**config.mk**
```make
export PLATFORM = sky130hd
export DESIGN_NAME = adc_i2s_tx
export DESIGN_NICKNAME = d
export VERILOG_FILES = /design/src/rtl/adc_i2s_tx.sv
export SDC_FILE = /design/constraint.sdc
export NUM_CORES = 1
export LEC_CHECK = 0
export CORE_ASPECT_RATIO = 2
export CORE_MARGIN = 2
export CORE_UTILIZATION = 35
export CTS_CLUSTER_DIAMETER = 80
export CTS_CLUSTER_SIZE = 24
export DETAILED_ROUTE_END_ITERATION = 8
export SLEW_MARGIN = 10
export SYNTH_ARGS = -nofsm -noshare
export SYNTH_HDL_FRONTEND = slang
export SYNTH_SLANG_ARGS = --single-unit
export TNS_END_PERCENT = 100
```
**constraint.sdc**
```tcl
create_clock -name clk -period 5.55 [get_ports clk]
set_input_delay 0.8325 -clock clk [delete_from_list [all_inputs] [get_ports clk]]
set_output_delay 0.8325 -clock clk [all_outputs]
set_load 0.005 [all_outputs]
```
**src/rtl/adc_i2s_tx.sv**
```systemverilog
// rtl/adc_i2s_tx.sv - ADC sample FIFO and I2S/left-justified serial transmitter (option: ADC_I2S_TX_LJ_EN)
module adc_i2s_tx #(
    parameter int SAMPLE_BITLEN = 24,
    parameter int SLOT_BITS     = 32,
    parameter int BCLK_HALF     = 4,
    parameter int FIFO_DEPTH    = 4
) (
    input  logic                            clk,
    input  logic                            rst_n,
    input  logic [SAMPLE_BITLEN-1:0]        sample_in,
    input  logic                            sample_valid,
    output logic                            i2s_bclk,
    output logic                            i2s_lrclk,
    output logic                            i2s_sdata,
    output logic [$clog2(FIFO_DEPTH):0]     fifo_level,
    output logic                            overflow,
    output logic                            underflow
);

    localparam int AW = $clog2(FIFO_DEPTH);
    localparam int LW = AW + 1;
    localparam int BW = $clog2(2 * SLOT_BITS);
    localparam int DW = (BCLK_HALF > 1) ? $clog2(BCLK_HALF) : 1;

    localparam logic [BW-1:0] BIT_LAST = BW'(2 * SLOT_BITS - 1);
    localparam logic [BW-1:0] SLOT_LEN = BW'(SLOT_BITS);
    localparam logic [BW-1:0] DATA_LEN = BW'(SAMPLE_BITLEN);
    localparam logic [DW-1:0] DIV_LAST = DW'(BCLK_HALF - 1);
    localparam logic [LW-1:0] FULL_LVL = LW'(FIFO_DEPTH);

    // Reset LRCLK matches the value the last bit of a frame would carry
`ifdef ADC_I2S_TX_LJ_EN
    localparam logic LR_RESET = 1'b1;
`else
    localparam logic LR_RESET = 1'b0;
`endif

    logic [DW-1:0]            div_cnt;
    logic [BW-1:0]            bit_cnt;
    logic [SAMPLE_BITLEN-1:0] tx_word;
    logic [SAMPLE_BITLEN-1:0] mem [FIFO_DEPTH];
    logic [LW-1:0]            wr_cnt;
    logic [LW-1:0]            rd_cnt;

    logic                     div_wrap;
    logic                     fall_evt;
    logic                     frame_start;
    logic                     fifo_empty;
    logic                     fifo_full;
    logic                     do_pop;
    logic                     do_push;
    logic [BW-1:0]            bit_nxt;
    logic [BW-1:0]            lr_cnt;
    logic [BW-1:0]            pos;
    logic [SAMPLE_BITLEN-1:0] word_nxt;
    logic [SAMPLE_BITLEN-1:0] shifted;
    logic                     sdata_nxt;
    logic                     lrclk_nxt;

    assign div_wrap    = (div_cnt == DIV_LAST);
    assign fall_evt    = div_wrap & i2s_bclk;
    assign frame_start = fall_evt & (bit_cnt == BIT_LAST);
    assign fifo_level  = wr_cnt - rd_cnt;
    assign fifo_empty  = (wr_cnt == rd_cnt);
    assign fifo_full   = (fifo_level == FULL_LVL);
    assign do_pop      = frame_start & ~fifo_empty;
    // A pop in the same cycle frees a slot, so a push into a full FIFO still lands
    assign do_push     = sample_valid & (~fifo_full | do_pop);

    // Next bit position, word and the serial/LR values to present at the fall event
    always_comb begin
        bit_nxt   = (bit_cnt == BIT_LAST) ? '0 : bit_cnt + 1'b1;
        word_nxt  = do_pop ? mem[rd_cnt[AW-1:0]] : tx_word;
        pos       = (bit_nxt >= SLOT_LEN) ? bit_nxt - SLOT_LEN : bit_nxt;
        shifted   = word_nxt << pos;
        sdata_nxt = (pos < DATA_LEN) ? shifted[SAMPLE_BITLEN-1] : 1'b0;
`ifdef ADC_I2S_TX_LJ_EN
        lr_cnt    = bit_nxt;
`else
        lr_cnt    = (bit_nxt == BIT_LAST) ? '0 : bit_nxt + 1'b1;
`endif
        lrclk_nxt = (lr_cnt >= SLOT_LEN);
    end

    // Sample storage; contents need no reset since the pointers define validity
    always_ff @(posedge clk) begin
        if (do_push) begin
            mem[wr_cnt[AW-1:0]] <= sample_in;
        end
    end

    // BCLK divider, frame bit counter and registered serial outputs
    always_ff @(posedge clk or negedge rst_n) begin
        if (!rst_n) begin
            div_cnt   <= '0;
            i2s_bclk  <= 1'b0;
            bit_cnt   <= BIT_LAST;
            tx_word   <= '0;
            i2s_lrclk <= LR_RESET;
            i2s_sdata <= 1'b0;
            underflow <= 1'b0;
        end else begin
            div_cnt   <= div_wrap ? '0 : div_cnt + 1'b1;
            underflow <= frame_start & fifo_empty;
            if (div_wrap) begin
                i2s_bclk <= ~i2s_bclk;
            end
            if (fall_evt) begin
                bit_cnt   <= bit_nxt;
                tx_word   <= word_nxt;
                i2s_lrclk <= lrclk_nxt;
                i2s_sdata <= sdata_nxt;
            end
        end
    end

    // FIFO write/read counters and sticky overflow flag
    always_ff @(posedge clk or negedge rst_n) begin
        if (!rst_n) begin
            wr_cnt   <= '0;
            rd_cnt   <= '0;
            overflow <= 1'b0;
        end else begin
            if (do_push) begin
                wr_cnt <= wr_cnt + 1'b1;
            end
            if (do_pop) begin
                rd_cnt <= rd_cnt + 1'b1;
            end
            if (sample_valid & ~do_push) begin
                overflow <= 1'b1;
            end
        end
    end

endmodule

```
# == Word-level counts from Yosys, hierarchy flattened ==
# Memories as Yosys holds them, arrays and structs flattened.
# Cells that the tools add are included.
# word_totals
ff_bits,43
ram_bits,96
inputBits,27
elab_cells,46
memories,1
# memory_table
memory,depth,word_bits,rd,rd_clocked_by_memory_dff,write_ports,line_no,rtl
mem,4,24,1,0,1,41,logic [SAMPLE_BITLEN-1:0] mem [FIFO_DEPTH];
# op_classes
add_sub_neg,7
magnitude_cmp,3
n_eq_ne,5
shift,1
n_mux,8
n_bitwise,11
# ops
cell,count
24-bit 2-to-1 mux,1
24-bit by 6-bit left shift with 24-bit output,1
6-bit 2-to-1 mux,3
"6-bit by 1-bit adder with 6-bit output, second input constant",2
"6-bit equality test, second input constant",2
"6-bit greater-or-equal comparator, second input constant",2
"3-bit by 1-bit adder with 3-bit output, second input constant",2
1-bit AND,6
"6-bit by 5-bit < comparator with 1-bit output, second input constant",1
"6-bit subtractor, second input constant",1
1-bit NOT,4
3-bit equality test,1
"3-bit equality test, second input constant",1
1-bit 2-to-1 mux,3
3-bit subtractor,1
"2-bit by 1-bit adder with 2-bit output, second input constant",1
"2-bit equality test, second input constant",1
2-bit 2-to-1 mux,1
1-bit bitwise OR,1

# == Depth between registers and ports, before layout ==
# Gate-level depths: netlist of the first run.
# depth
depth_word,8
ltp_mapped,12

# == Least setup slack after synthesis of the first run ==
# OpenSTA, ideal clock, no wires.
# synth_path
kind,reg-to-reg
startpoint,reg rd_cnt[1]
endpoint,mem mem[3][0] (enable)
setup_ns,0.384
t_arrival_ns,2.844
t_required_ns,5.166
path_slack_ns,2.321
stages_incl_launch_ff,11
path_buffers,3
synth_period_minus_slack_ns,3.229
path_cell_list,dfrtp_1 buf_2 buf_2 buf_2 inv_1 ha_1 a31o_2 nor2_4 nor2_1 nor2b_1 and2_1
# synth_via
elab_chain_cells,7
elab_cells_between_ends,10
# synth_lines
item,line_no,rtl
"start, declared",43,logic [LW-1:0] rd_cnt;
"start signal, assigned",128,rd_cnt <= rd_cnt + 1'b1;
3-bit subtractor / 3-bit equality test (equally long branches),"63, 64",
3-bit equality test / 1-bit NOT (equally long branches),"65, 66",
1-bit NOT / 1-bit AND (equally long branches),"68, 66",
1-bit bitwise OR (*),68,assign do_push = sample_valid & (~fifo_full | do_pop);
1-bit AND (*),68,
1-bit 2-to-1 mux (*),87,if (do_push) begin
1-bit 2-to-1 mux (not written as such) (*),88,mem[wr_cnt[AW-1:0]] <= sample_in;
"end, declared",41,
# Mark *: on every way between the ends. The rest lies on a longest branch, timed or not.

# == Worst setup path after layout of the first run ==
# layout_path
startpoint,reg bit_cnt[0]
endpoint,mem mem[2][20] (enable)
# layout_via
elab_chain_cells,7
# layout_lines
item,line_no,rtl
"start, declared",39,logic [BW-1:0] bit_cnt;
"start signal, assigned",109,bit_cnt <= bit_nxt;
6-bit equality test,62,assign frame_start = fall_evt & (bit_cnt == BIT_LAST);
1-bit AND,62,
1-bit AND,66,assign do_pop = frame_start & ~fifo_empty;
1-bit bitwise OR,68,
1-bit AND,68,
1-bit 2-to-1 mux,87,
1-bit 2-to-1 mux (not written as such),88,
# Every way passes these cells.

==> results.toml, run 1 <==
[synth]
postSynthAreaPerCell_sq_um = 15.7
syn_area_sq_um = 5850
syn-num-nets = 410
yosys_warnings = 0
synth_seq_area_share = 0.678
syn_inst = 372
synth.distinct_cells = 48
ys_ff_latch = 139

[detailed_routing]
drc = 0
wire_per_inst_um = 17.5
firstDrtPassIters = 4
num_vias = 3121
routed_wirelength_um = 11000
drtAntennaViolNets = 0
drt_iter0_drc = 165
vias_per_cell = 4.95

[placement]
place_area_sq_um = 6390
place.gp.congestion = 0.771
dp_hpwl_um = 7620
io_buffers = 34

[global_route]
antenna_found_initial = 0
grt_max_degree = 44
grt_pass1_wl_um = 17800
grt_pass1_vias = 3420
grt_usage = 0.137
grt_overflow_total = 0

[timing]
fin_crit_sh = 0.622
finalCriticalPeriod_ns = 3.45
finalSetupTns_ns = 0
setup_viol = 0
final-hold-violation-count = 0
finClkSkew_ns = 0.00970
worstMarginPinSlew_ns = 1.00
max_freq_mhz = 290
relSlewSlack = 0.331
rsz0062_at_grt = "no"
slew_viol_final = 0

[die]
rows = 66
die_y_um = 187
coreArea_sq_um = 16400
design.die.area_sq_um = 17800
die_w_um = 95.4
ios = 35
initial_core_util = 0.358

[cells_and_area]
area_growth_pct = 18.0
fin_util = 0.423
fillers = 1512
final_common_cell = "edfxtp_1"
layout_common_cells = "96 x edfxtp_1, 78 x nand2_1, 37 x dfrtp_1, 33 x clkdlybuf4s50_1, 26 x mux4_2"
nNetsFinal = 452
drive_gt1_frac = 0.178
n_antenna_cell = 0
register_area_sq_um = 3970
multiInputGateArea_sq_um = 1760
fin_area_sq_um = 6910

[power_and_ir_drop]
power_uw = 2620
p_per_area_nw_per_um2 = 379
peakVddDrop_mv = 0.149
leakage_uw = 0.00257

[worst_setup_path]
worst_ep_arrival_time_ns = 3.52
critPathMaxStageDelay_ns = 0.64
start_kind = "flop"
cp_slowest_cell = "dfstp_2"
path_buf_inv = 1
critPathTopFamily = "simple AND/OR/NAND/NOR gates"
crit_required_ns = 5.62
cp_cell_sequence = "ha_1 -> and3_4 -> nand3_2 -> nor2_4 -> nor2_1 -> nor2b_1 -> and2_1 -> buf_4"
cp-end-kind = "flop"
critical_path_class = "reg -> reg"
cp_max_fo = 35

[cts]
clkLatencyLatePin_ns = 0.42
cts_setup_buffers = 0
cts_hold_buffers = 0
post_cts_resized = 0
h-tree-depth = 4
cts_tree = "yes"
clockBufferDepth = 2
clk_pin_slew_worst_paths_ns = 0.06
cts_sinks = 139
cts_made_buffers = 17
root_buffer = "clkbuf_16"

[job]
drv_cap = 0

[worst_hold_path]
hold_class = "reg -> reg"

[run_status]
status = "finished clean"
-- power by group --
group | switching (uW) | total, uW | internal, uW
combinational | 181 | 301 | 121
sequential | 42.1 | 1320 | 1280
clock | 386 | 995 | 608
total | 609 | 2620 | 2010
-- final timing paths --
kind                            startpoint     endpoint  slack [ns]  cells past startpoint
worst max register to register  bit_cnt[0]   mem[2][20]        2.10                      8
worst max-delay path            bit_cnt[0]   mem[2][20]        2.10                      8
worst min-delay path            div_cnt[0]   div_cnt[0]        0.42                      1
worst min register to register  div_cnt[0]   div_cnt[0]        0.42                      1
max in group asynchronous            rst_n  tx_word[23]        4.33                      1
min in group asynchronous            rst_n    rd_cnt[2]        0.58                      1
-- worst reg2reg max path, cell delays in order (launching register included) --
cell	delay, ns
dfstp_2	0.64
ha_1	0.32
and3_4	0.26
nand3_2	0.16
nor2_4	0.64
nor2_1	0.16
nor2b_1	0.37
and2_1	0.19
buf_4	0.34
-- metal layers --
layer	vias to the layer above	track usage	wire, um
met3	17	0.0338	261
met2	45	0.250	6330
met5	-	0	0
met4	0	0.0709	317
li1	1468	-	-
met1	1591	0.139	4130
-- cell usage after synthesis, drive strengths merged --
library cell  instances  area, sq um
nor3                  4         20.0
inv                   6         22.5
or4                   1         7.51
a221oi                1         8.76
ha                   10          125
o21ai                11         55.1
a41oi                 1         8.76
edfxtp               96         2880
a32oi                 1         8.76
clkbuf                5         18.8
mux4                 29          664
xnor2                 7         61.3
or2                   2         12.5
nor4b                 1         8.76
nand3b                1         7.51
and3b                 1         8.76
a31oi                 1         21.3
dfrtp                37          926
xor2                  6         52.6
nor2b                 1         6.26
a21o                  1         7.51
nand2b                1         6.26
nand2                78          293
buf                  13         88.8
and2                  4         25.0
fa                    1         20.0
a211oi                3         22.5
a31o                  1         8.76
a2111oi               1         15.0
dfstp                 6          158
nand3                 7         40.0
o31ai                 2         15.0
a21oi                 7         35.0
mux2i                 4         40.0
nor2                 10         45.0
and3                  3         23.8
a211o                 2         17.5
a311oi                1         8.76
mux2                  5         56.3
-- area by class of cell --
class,count,area share
clock buffer,23,0.0648
inverter,6,0.00326
multi-input combinational,209,0.254
timing repair buffer,41,0.0561
sequential,139,0.574
clock inverter,8,0.0105
tap,204,0.0369
-- cell families after synthesis --
group | after synthesis | synth area share
adders and majority gates | 11 | 0.0248
DFF | 139 | 0.678
and+or+nand+nor | 114 | 0.0862
AOI/OAI and AO/OA | 33 | 0.0398
muxes | 38 | 0.130
buffers and inverters | 24 | 0.0222
xor gates and xnor gates | 13 | 0.0195
-- sequential cells by signal, indices dropped and copies added (netlist names) --
name	count
mem	96
tx_word	24
bit_cnt	6
rd_cnt	3
wr_cnt	3
div_cnt	2
i2s_bclk	1
i2s_lrclk	1
i2s_sdata	1
overflow	1
underflow	1
-- metrics by stage --
step	cells	setup WS, ns	hold slack (ns)
global placement	599	2.16	0.414
CTS	630	2.06	0.425
global route	630	1.77	0.467
detailed placement	599	2.08	0.417
finish	630	2.10	0.421
floorplan	372	2.32	0.403
(Power assumes the default switching activity.)
==> run 2, diff against run 1 <==
- clock period: 5.55 -> 3 ns (I/O delays scaled with it)
==> run 2 against run 1 <==
Compared with the run above: non-clock buffer count increased by 3; critical endpoint is now mem[0][19]; critical path type unchanged; worst hold slack got worse by 0.24 ns; global-route usage fell by 0.48 points; clock-buffer cell count shrank 6; power rose by 90%; final area up 1.2%; highest routed layer unchanged.
==> results.toml, run 2 (synthesis results as in run 1) <==
[timing]
fin_crit_sh = 0.934
finClkSkew_ns = 0.00961
slew_viol_final = 0
max_freq_mhz = 357
finalCriticalPeriod_ns = 2.80
setup_viol = 0
relSlewSlack = 0.359
final-hold-violation-count = 0
worstMarginPinSlew_ns = 0.962
rsz0062_at_grt = "yes"

[cts]
h-tree-depth = 4
clkLatencyLatePin_ns = 0.42
cts_tree = "yes"
clk_pin_slew_worst_paths_ns = 0.06
cts_sinks = 139
cts_hold_buffers = 0
clockBufferDepth = 2
post_cts_resized = 0
cts_setup_buffers = 0
root_buffer = "clkbuf_16"
cts_made_buffers = 17

[worst_setup_path]
path_buf_inv = 1
start_kind = "flop"
rrSetupSlack_ns = 0.20
crit_path_end = "mem[0][19]"
cp_max_fo = 24
critPathMaxStageDelay_ns = 0.66
rr_worst_depth = 8
cp_slowest_cell = "and2_2"
worst_ep_arrival_time_ns = 2.85
critPathTopFamily = "simple AND/OR/NAND/NOR gates"
cp-end-kind = "flop"
r2r_start = "wr_cnt[0]"
reg2reg_to = "mem[0][19]"
critical_path_class = "reg -> reg"
cp_cell_sequence = "inv_1 -> ha_1 -> fa_1 -> xnor2_1 -> nand3_1 -> nor2_1 -> nor2b_1 -> and2_2"
cp.depth = 8
crit_required_ns = 3.05
startpoint = "wr_cnt[0]"

[global_route]
antenna_found_initial = 0
grt_pass1_wl_um = 17300
grt_usage = 0.132
grt_max_degree = 44
grt_pass1_vias = 3269
grt_overflow_total = 0

[cells_and_area]
nNetsFinal = 455
final_common_cell = "edfxtp_1"
largest_register_ff_count = 96
layout_common_cells = "96 x edfxtp_1, 78 x nand2_1, 37 x dfrtp_1, 33 x clkdlybuf4s50_1, 26 x mux4_2"
drive_gt1_frac = 0.209
area_growth_pct = 19.5
instances_no_fill = 634
n_antenna_cell = 0

[detailed_routing]
firstDrtPassIters = 6
wire_per_inst_um = 16.7
drtAntennaViolNets = 0
drc = 0
num_vias = 3115
drt_iter0_drc = 154
vias_per_cell = 4.91
routed_wirelength_um = 10600

[power_and_ir_drop]
switchingPower_uw = 1170
power_uw = 4970
intPower_uw = 3800
leakage_uw = 0.00262
pwr-share-clk = 0.403
p_per_area_nw_per_um2 = 711
p_seq_frac = 0.491
peakVddDrop_mv = 0.356
p_comb_frac = 0.106
swShare = 0.235

[die]
coreArea_sq_um = 16400
rows = 66
initial_core_util = 0.358
die_y_um = 187
die_w_um = 95.4
ios = 35
design.die.area_sq_um = 17800

[placement]
io_buffers = 34
dpl.cell_count = 602
place.gp.congestion = 0.769
dp_hpwl_um = 7210

[run_status]
status = "finished clean"

[worst_hold_path]
hold_class = "in -> async"

[job]
drv_cap = 0
run 2: cell count changes in the layout (fill, tap and decap cells not counted):
cell	change
and2_1	-4
bufinv_16	+1
clkbuf_1	-6
clkinv_2	+1
inv_6	+1
clkinv_4	+4
buf_4	+3
and2_2	+4
run 2: stage by stage:
stage	hold WS, ns	cell area (sq um)	TNS [ns]	setup WS (ns)	utilization
after detailed placement	0.419	6420	0	0.171	0.392
after global placement	0.414	6420	0	0.275	0.392
after global routing	0.242	6990	-4.53	-0.0706	0.428
after CTS	0.206	6990	0	0.152	0.428
after floorplan	0.154	5860	0	0.0297	-
final	0.185	6990	0	0.197	0.428
run 2: final cells by class:
cell class | count | area, sq um
multi-input combinational | 209 | 1760
clock buffer | 17 | 425
inverter | 6 | 22.5
tap | 204 | 255
timing repair buffer | 44 | 410
fill | 1472 | 9360
clock inverter | 15 | 151
sequential | 139 | 3970
run 2: worst reg2reg max path, cell delays in order (launching register included):
cell     delay (ns)
dfrtp_1        0.38
inv_1          0.12
ha_1           0.23
fa_1           0.38
xnor2_1        0.16
nand3_1        0.10
nor2_1         0.06
nor2b_1        0.34
and2_2         0.66
run 2: worst min-delay path by stage:
stage | start | to | cells after the start
after global placement | div_cnt[0] | div_cnt[0] | 1
final | rst_n | rd_cnt[0] | 1
after CTS | rst_n | wr_cnt[2] | 1
after detailed placement | div_cnt[0] | div_cnt[0] | 1
after global routing | rst_n | rd_cnt[0] | 1
after floorplan | rst_n | div_cnt[0] | 0
run 2: power groups by stage:
| stage | Combinational [uW] | Sequential (uW) | Clock [uW] |
|---|---|---|---|
| after floorplan | 303 | 2450 | 0 |
| after global placement | 536 | 2470 | 0 |
| after detailed placement | 547 | 2480 | 0 |
| after CTS | 552 | 2450 | 2050 |
| final | 525 | 2440 | 2000 |
| after global routing | 593 | 2460 | 2140 |
run 2: metal layers:
metal	global-route usage	vias to the layer above	share of wire
met3	0.0411	9	0.030
met1	0.143	1579	0.37
met4	0.0560	0	0.018
li1	-	1479	-
met5	0	-	0
met2	0.232	48	0.58
